--- src/rtl/shift_pkg.sv ---
// Shared definitions for the right-shift serial link (serializer and shift_rx_deser).
// Holds the receive FSM state type, the default word width and the parity polarity.
package shift_pkg;

  typedef enum logic {
    ST_SHIFT = 1'b0,
    ST_PAR   = 1'b1
  } rx_state_t;

  localparam int SHIFT_W = 4;

  // 1: even parity (data plus parity bit carry an even number of ones).
  localparam bit PAR_EVEN = 1'b1;

  // Error flag from the XOR of all received bits, data and parity together.
  function automatic logic parity_flag(input logic odd_ones);
    return odd_ones ^ (PAR_EVEN ? 1'b0 : 1'b1);
  endfunction

endpackage

--- src/rtl/shift_rx_core.sv ---
// Bit collector for shift_rx_deser: bit counter, right-shift register and framing FSM.
// Defining SHIFT_RX_PARITY_EN adds a trailing parity bit to every frame (PAR state).
module shift_rx_core
  import shift_pkg::*;
#(
  parameter  int WIDTH = SHIFT_W,
  localparam int CNT_W = $clog2(WIDTH)
) (
  input  logic             clk,
  input  logic             clr_n,
  input  logic             i_sin,
  input  logic             i_sin_valid,
  input  logic             i_sync,
  output logic             o_done,
  output logic [WIDTH-1:0] o_word,
`ifdef SHIFT_RX_PARITY_EN
  output logic             o_par_err,
`endif
  output logic [CNT_W-1:0] o_bit_cnt
);

  rx_state_t        r_state;
  rx_state_t        w_state_nxt;
  logic [WIDTH-1:0] r_shreg;
  logic [CNT_W-1:0] r_cnt;
  logic             w_take;
  logic             w_last;
  logic             w_shift_en;
  logic [WIDTH-1:0] w_shifted;

  // sync wins over a coincident strobe: that bit is dropped with the partial word.
  assign w_take    = i_sin_valid && !i_sync;
  assign w_last    = (r_cnt == CNT_W'(WIDTH - 1));
  assign w_shifted = {i_sin, r_shreg[WIDTH-1:1]};

  always_comb begin
    // NOTE: every signal driven here gets a default first, so no path infers a latch.
    w_state_nxt = r_state;
    w_shift_en  = 1'b0;
    o_done      = 1'b0;
    unique case (r_state)
      ST_SHIFT: begin
        if (w_take) begin
          w_shift_en = 1'b1;
          if (w_last) begin
`ifdef SHIFT_RX_PARITY_EN
            w_state_nxt = ST_PAR;
`else
            o_done = 1'b1;
`endif
          end
        end
      end
      ST_PAR: begin
        if (w_take) begin
          o_done      = 1'b1;
          w_state_nxt = ST_SHIFT;
        end
      end
    endcase
    if (i_sync) w_state_nxt = ST_SHIFT;
  end

  always_ff @(posedge clk or negedge clr_n) begin
    if (!clr_n) begin
      r_state <= ST_SHIFT;
      r_shreg <= '0;
      r_cnt   <= '0;
    end else begin
      // NOTE: non-blocking assignments so every register samples pre-edge values.
      r_state <= w_state_nxt;
      if (i_sync) begin
        r_cnt <= '0;
      end else if (w_shift_en) begin
        r_cnt <= w_last ? '0 : r_cnt + CNT_W'(1);
      end
      if (w_shift_en) r_shreg <= w_shifted;
    end
  end

`ifdef SHIFT_RX_PARITY_EN
  // In PAR the data word is already complete in r_shreg; i_sin is the parity bit.
  assign o_word    = r_shreg;
  assign o_par_err = parity_flag(^{r_shreg, i_sin});
`else
  // The word is taken straight from the shifter input, so r_shreg[0] never reaches dout.
  logic w_unused;
  assign o_word   = w_shifted;
  assign w_unused = r_shreg[0];
`endif

  assign o_bit_cnt = r_cnt;

endmodule

--- src/rtl/shift_rx_deser.sv ---
// Serial-to-parallel receiver, LSB first, with a valid/ready output and overrun pulse.
// Optional even-parity frame bit and parity_err output via SHIFT_RX_PARITY_EN.
module shift_rx_deser
  import shift_pkg::*;
#(
  parameter  int WIDTH = SHIFT_W,
  localparam int CNT_W = $clog2(WIDTH)
) (
  input  logic             clk,
  input  logic             clr_n,
  input  logic             sin,
  input  logic             sin_valid,
  input  logic             sync,
  output logic [WIDTH-1:0] dout,
  output logic             dout_valid,
  input  logic             dout_ready,
  output logic             overrun,
`ifdef SHIFT_RX_PARITY_EN
  output logic             parity_err,
`endif
  output logic [CNT_W-1:0] bit_cnt
);

  logic             w_done;
  logic [WIDTH-1:0] w_word;
  logic             w_accept;
  logic             w_xfer;
  logic [WIDTH-1:0] r_dout;
  logic             r_dout_valid;
  logic             r_overrun;

`ifdef SHIFT_RX_PARITY_EN
  logic w_par_err;
  logic r_par_err;
`endif

  shift_rx_core #(
    .WIDTH (WIDTH)
  ) u_core (
    .clk         (clk),
    .clr_n       (clr_n),
    .i_sin       (sin),
    .i_sin_valid (sin_valid),
    .i_sync      (sync),
    .o_done      (w_done),
    .o_word      (w_word),
`ifdef SHIFT_RX_PARITY_EN
    .o_par_err   (w_par_err),
`endif
    .o_bit_cnt   (bit_cnt)
  );

  assign w_xfer   = r_dout_valid && dout_ready;
  // A new word may land if the holding register is empty or being drained this cycle.
  assign w_accept = w_done && (!r_dout_valid || dout_ready);

  always_ff @(posedge clk or negedge clr_n) begin
    if (!clr_n) begin
      r_dout       <= '0;
      r_dout_valid <= 1'b0;
      r_overrun    <= 1'b0;
`ifdef SHIFT_RX_PARITY_EN
      r_par_err    <= 1'b0;
`endif
    end else begin
      r_overrun <= w_done && !w_accept;
      if (w_accept) begin
        r_dout       <= w_word;
        r_dout_valid <= 1'b1;
`ifdef SHIFT_RX_PARITY_EN
        r_par_err    <= w_par_err;
`endif
      end else if (w_xfer) begin
        r_dout_valid <= 1'b0;
      end
    end
  end

  assign dout       = r_dout;
  assign dout_valid = r_dout_valid;
  assign overrun    = r_overrun;
`ifdef SHIFT_RX_PARITY_EN
  assign parity_err = r_par_err;
`endif

endmodule

--- config.mk ---
export PLATFORM = sky130hd
export DESIGN_NAME = shift_rx_deser
export DESIGN_NICKNAME = d
export VERILOG_FILES = /design/src/rtl/shift_pkg.sv /design/src/rtl/shift_rx_core.sv /design/src/rtl/shift_rx_deser.sv
export SDC_FILE = /design/constraint.sdc
export NUM_CORES = 1
export LEC_CHECK = 0
export ABC_AREA = 1
export BUFFER_PORTS_ARGS = -buffer_cell sky130_fd_sc_hd__buf_2
export CAP_MARGIN = 5
export CORE_AREA = 3 3 40 42
export DETAILED_ROUTE_END_ITERATION = 16
export DIE_AREA = 0 0 43 45
export HOLD_SLACK_MARGIN = 0.08
export SLEW_MARGIN = 20
export SYNTH_ARGS = -nofsm -noshare
export SYNTH_HDL_FRONTEND = slang
export SYNTH_HIERARCHICAL = 1
export SYNTH_SLANG_ARGS = --single-unit
--- constraint.sdc ---
create_clock -name clk -period 1.6 [get_ports clk]
set_input_delay 0.16 -clock clk [delete_from_list [all_inputs] [get_ports clk]]
set_output_delay 0.16 -clock clk [all_outputs]
set_load 0.005 [all_outputs]
==> impl_metrics.env, run 1 <==
export IMPL_nFillCells=134
export IMPL_synth_ff_latch_count=12
export IMPL_io_buffers=13
export IMPL_route_detailed_drc=0
export IMPL_core_area_um2=1285
export IMPL_start_kind="register"
export IMPL_worst_path_largest_cell_delay_ns=0.38
export IMPL_ys_warnings_count=6
export IMPL_cp_required_ns=1.76
export IMPL_grt_pass1_vias=364
export IMPL_finClkSkew_ns=0.004719
export IMPL_dieArea_um2=1935
export IMPL_fin_ws_ns=0.3591
export IMPL_cts_sinks=12
export IMPL_areaGrowthSynthToFinish_pct=21.48
export IMPL_ys_seq_area_frac=0.5926
export IMPL_slowest_stage="dfrtp_1"
export IMPL_hold_violations=0
export IMPL_period_minus_slack_ns=1.241
export IMPL_power_leakage_nw=0.3658
export IMPL_wl_per_cell_um=9.494
export IMPL_cp_startpoint="u_core/o_bit_cnt[0]"
export IMPL_setup_tns_ns=0
export IMPL_outcome="completed"
export IMPL_ioPinCount=14
export IMPL_place_congestion=0.7412
export IMPL_vias=402
export IMPL_pre_cts_slack_ns=0.3482
export IMPL_die_width_um=43
export IMPL_stdcell_count=89
export IMPL_worst_setup_path_type="register to register"
export IMPL_dpl_cell_count=85
export IMPL_die_h_um=45
export IMPL_cp_num_buf_inv=0
export IMPL_synth_distinct_cells=12
export IMPL_arrival_ns=1.40
export IMPL_grt_max_degree=13
export IMPL_r2r_end="dout[1]"
export IMPL_antenna_found_initial=0
export IMPL_cts_buffers=3
export IMPL_cp_cell_sequence="ha_1 -> nor2_1 -> nor2_1 -> nand2_2 -> nand2_1 -> nand2_1"
export IMPL_min_period_over_period=0.7756
export IMPL_worstMarginPinSlew_ns=0.3656
export IMPL_timing_fmax_ghz=0.8059
export IMPL_crit_path_max_fanout=6
export IMPL_grt_use_total=0.1055
export IMPL_rows=13
export IMPL_final_cell_mix="nand2_1 (25), buf_2 (13), dfrtp_1 (12), inv_1 (5), nand3_1 (4)"
export IMPL_cts_tree="done"
export IMPL_dr_pass1_iters=4
export IMPL_setup_violations=0
export IMPL_maxSlewViolCount=0
export IMPL_grt_pass1_wl_mm=1.455
export IMPL_reg2reg_depth=6
export IMPL_clkTransAtPathRegs_ns=0.07
export IMPL_grt_ovfl_total=0
export IMPL_htreeDepth=1
export IMPL_insertion_delay_ns=0.26
export IMPL_syn_area_um2=506.7
export IMPL_synth_nets=65
export IMPL_cts_root_buf="clkbuf_4"
export IMPL_layout_nets=83
export IMPL_final_common_cell="nand2_1"
export IMPL_postSynthAreaPerCell_um2=8.737
export IMPL_end_kind="register"
export IMPL_cts_setup_buffers=0
export IMPL_initial_core_util=0.3944
export IMPL_power_density_nw_per_um2=977.0
export IMPL_cap_violations=0
export IMPL_reg2reg_slack_ns=0.36
export IMPL_syn_inst=58
export IMPL_vias_per_cell=4.517
export IMPL_r2r_start="u_core/o_bit_cnt[0]"
export IMPL_antenna_cells=0
export IMPL_dp_hpwl_um=684.3
export IMPL_drt_total_wl_um=845
export IMPL_crit_end="dout[1]"
export IMPL_slew_headroom=0.7554
export IMPL_drt_iter0_drc=9
export IMPL_hold_class="input pin to register"
export IMPL_crit_cells=6
export IMPL_antenna_left=0
export IMPL_crit_family="simple AND/OR/NAND/NOR gates"
export IMPL_cts_buffer_depth=2
export IMPL_rsz0062_at_grt="no"
export IMPL_drive_above_1_share=0.2703
export IMPL_ir_worst_vdd_uv=541.0
==> metrics by stage <==
step | util | power (W) | area [um2] | hold slack (ns)
after floorplan | - | 0.0003958 | 506.7 | -0.1356
after global placement | 0.4537 | 0.0004353 | 583.1 | 0.05052
after detailed placement | 0.4537 | 0.0004364 | 583.1 | 0.05133
after CTS | 0.4791 | 0.0006143 | 615.6 | 0.09051
after global routing | 0.4791 | 0.0006448 | 615.6 | 0.09239
final | 0.4791 | 0.0006014 | 615.6 | 0.09643
==> cell families after synthesis <==
logic type      after synthesis  share of synthesized area
flops                        12                     0.5926
compound gates                1                   0.009867
simple gates                 38                     0.3210
buf+inv                       6                    0.05186
fa+ha+maj                     1                    0.02469
==> cell type report <==
class | count | area (um2) | share of cell area
well taps | 15 | 18.77 | 0.03049
clock buffers | 3 | 22.52 | 0.03659
flip-flops and latches | 12 | 300.3 | 0.4878
repair buffers | 14 | 75.07 | 0.1220
multi-input cells | 40 | 180.2 | 0.2927
inverters | 5 | 18.77 | 0.03049
==> power breakdown <==
| part | switching (W) | internal [W] |
|---|---|---|
| registers | 0.0000191 | 0.000334 |
| clock network | 0.0000845 | 0.0000868 |
| logic | 0.0000407 | 0.0000359 |
==> worst min-delay path by stage <==
| stage | start | end | slack, ns | depth (start not counted) |
|---|---|---|---|---|
| after floorplan | clr_n | dout[0] | -0.14 | 0 |
| after global placement | clr_n | dout_valid | 0.05 | 1 |
| after detailed placement | clr_n | overrun | 0.05 | 1 |
| after CTS | sin_valid | u_core/r_state | 0.09 | 2 |
| after global routing | sin_valid | u_core/r_state | 0.09 | 2 |
| final | sin_valid | u_core/r_state | 0.1 | 2 |
==> Yosys cell counts, drive strengths merged <==
library cell | n | share of area
nand3b | 1 | 0.015
dfrtp | 12 | 0.59
nor2 | 5 | 0.047
ha | 1 | 0.025
buf | 1 | 0.015
nand3 | 4 | 0.040
nor3 | 1 | 0.0099
a21oi | 1 | 0.0099
inv | 5 | 0.037
nand2 | 27 | 0.21
==> metal layers <==
| metal | wire length, um | vias to the layer above | track usage |
|---|---|---|---|
| li1 | - | 212 | - |
| met4 | 0 | 0 | 0.01807 |
| met2 | 374 | 14 | 0.1647 |
| met3 | 91 | 0 | 0.07171 |
| met5 | 0 | - | 0 |
| met1 | 379 | 176 | 0.1228 |
==> timing repair <==
item / in CTS / in global routing
endpoints found under the setup margin: 0 / 0
hold endpoints to repair: 12 / 0
gates resized for setup: 0 / 0
hold buffers: 1 / 0
==> state kept, by name (all words and copies together), names as in the netlist <==
register          count
dout                  4
dout_valid            1
overrun               1
u_core/o_bit_cnt      2
u_core/r_shreg        3
u_core/r_state        1
No activity file was read; power rests on OpenSTA's default activity.
==> run 2: changes to the inputs <==
==> constraint.sdc (replaced) <==
create_clock -name clk -period 1.1 [get_ports clk]
set_input_delay 0.11 -clock clk [delete_from_list [all_inputs] [get_ports clk]]
set_output_delay 0.11 -clock clk [all_outputs]
set_load 0.005 [all_outputs]
==> run 2 against run 1 <==
Clock-buffer cell count grew 1. Worst hold slack improved by 0.058 ns. Design area is 12% higher. Global-route usage is 1.5 points higher. Non-clock buffer count grew 5. Die area stayed put. Sequential share of layout area decreased by 5.4 points. Clock skew about the same. Highest routed layer is now met4.
==> impl_metrics.env, run 2 (synthesized netlist as in run 1, its figures left out) <==
export IMPL_finClkSkew_ns=0.004861
export IMPL_drt_total_wl_mm=1.043
export IMPL_rsz0062_at_grt="yes"
export IMPL_vias=427
export IMPL_hold_violations=0
export IMPL_maxSlewViolCount=0
export IMPL_worstMarginPinSlew_ns=0.2695
export IMPL_min_period_over_period=0.9736
export IMPL_cts_buffers=3
export IMPL_largest_reg_flops=4
export IMPL_htreeDepth=1
export IMPL_cap_violations=0
export IMPL_die_width_um=43
export IMPL_vias_per_cell=4.495
export IMPL_end_kind="register"
export IMPL_slew_headroom=0.8203
export IMPL_final_common_cell="nand2_1"
export IMPL_core_area_um2=1285
export IMPL_hold_slack_ns=0.1543
export IMPL_initial_core_util=0.3944
export IMPL_antenna_cells=0
export IMPL_arrival_ns=1.24
export IMPL_crit_path_max_fanout=6
export IMPL_io_buffers=13
export IMPL_grt_max_degree=13
export IMPL_dr_pass1_iters=4
export IMPL_wl_per_cell_um=10.98
export IMPL_ir_worst_vdd_uv=776.6
export IMPL_drt_iter0_drc=4
export IMPL_hold_class="input pin to register"
export IMPL_cts_root_buf="clkbuf_4"
export IMPL_areaGrowthSynthToFinish_pct=36.54
export IMPL_drive_above_1_share=0.3250
export IMPL_p_clk_frac=0.347
export IMPL_rows=13
export IMPL_dp_hpwl_um=682.7
export IMPL_die_h_um=45
export IMPL_layout_nets=88
export IMPL_cts_buffer_depth=2
export IMPL_outcome="completed"
export IMPL_p_seq_frac=0.517
export IMPL_place_congestion=0.6858
export IMPL_reg2reg_depth=6
export IMPL_period_minus_slack_ns=1.071
export IMPL_cts_sinks=12
export IMPL_final_cell_mix="nand2_1 (25), buf_2 (13), dfrtp_1 (12), inv_1 (5)"
export IMPL_grt_pass1_wl_mm=1.642
export IMPL_grt_pass1_vias=400
export IMPL_grt_ovfl_total=0
export IMPL_cp_required_ns=1.27
export IMPL_antenna_found_initial=0
export IMPL_switchingPower_w=0.0002413
export IMPL_switching_share=0.2422
export IMPL_start_kind="register"
export IMPL_cts_tree="done"
export IMPL_comb_power_share=0.136
export IMPL_ioPinCount=14
export IMPL_p_int_w=0.0007548
export IMPL_timing_fmax_ghz=0.9337
export IMPL_clkTransAtPathRegs_ns=0.08
export IMPL_antenna_left=0
export IMPL_hold_depth=4
export IMPL_route_detailed_drc=0
export IMPL_insertion_delay_ns=0.27
export IMPL_grt_use_total=0.1201
export IMPL_utilization=0.5385
export IMPL_worst_setup_path_type="register to register"
export IMPL_nFillCells=134
export IMPL_setup_violations=0
export IMPL_power_density_nw_per_um2=1440
export IMPL_dieArea_um2=1935
export IMPL_power_leakage_nw=0.3972
[run 2: cell count changes in the layout (fill, tap and decap cells not counted), sizes merged]
cell         before  now
dlygate4sd3       1    4
buf              13   15
clkbuf            3    4
[run 2: power by group through the flow]
stage	registers [W]	logic [W]	clock network, W
after detailed placement	0.000521	0.000122	0
after global routing	0.000520	0.000155	0.000380
after floorplan	0.000522	0.0000543	0
after CTS	0.000513	0.000134	0.000355
after global placement	0.000521	0.000122	0
final	0.000515	0.000136	0.000346
[run 2: path summary, 6_finish.rpt]
path                                           from                  end  slack, ns
worst max-delay path            u_core/o_bit_cnt[0]              dout[1]       0.03
worst min register to register              dout[1]              dout[1]       0.47
min in group asynchronous                     clr_n              dout[3]       0.23
max in group asynchronous                     clr_n  u_core/o_bit_cnt[1]       0.65
worst max register to register  u_core/o_bit_cnt[0]              dout[1]       0.03
worst min-delay path                      sin_valid  u_core/o_bit_cnt[1]       0.15
[run 2: cell type report]
type                    count  area (um2)  share of cell area
clock buffers               4       36.28             0.05244
inverters                   5       18.77             0.02712
multi-input cells          40       197.7              0.2857
flip-flops and latches     12       300.3              0.4340
well taps                  15       18.77             0.02712
repair buffers             19       120.1              0.1736
[run 2: stage by stage]
| step | area (um2) | setup TNS (ns) | total power (W) | setup slack [ns] | instances |
|---|---|---|---|---|---|
| after floorplan | 509.2 | 0 | 0.0005763 | 0.02704 | 58 |
| after global placement | 600.6 | 0 | 0.0006421 | 0.01147 | 87 |
| after detailed placement | 600.6 | -0.001236 | 0.0006438 | -0.001236 | 87 |
| after CTS | 679.4 | 0 | 0.001002 | 0.005488 | 95 |
| after global routing | 691.9 | -0.2811 | 0.001055 | -0.07983 | 95 |
| final | 691.9 | 0 | 0.0009961 | 0.02900 | 95 |
[run 2: repair_timing]
| item | CTS | global route |
|---|---|---|
| gates resized for setup | 1 | 3 |
| hold buffers | 4 | 0 |
| hold endpoints to repair | 14 | 0 |
| cloned | 0 | 0 |
| buffers inserted | 0 | 0 |
| setup endpoints to repair | 4 | 6 |
| pin swaps | 1 | 2 |
[run 2: metal layers]
metal	part of all wire	global-route usage	wire length (um)
met1	0.43	0.1490	448
met2	0.46	0.1826	481
met4	0.023	0.09036	24
met3	0.086	0.02789	90
met5	0	0	0
[run 2: critical path, stage by stage, from the launching register on]
cell and delay, ns:
dfrtp_1 0.37, ha_2 0.21, nor2_4 0.05, nor2_4 0.14, nand2_2 0.09, nand2_1 0.07
nand2_1 0.04
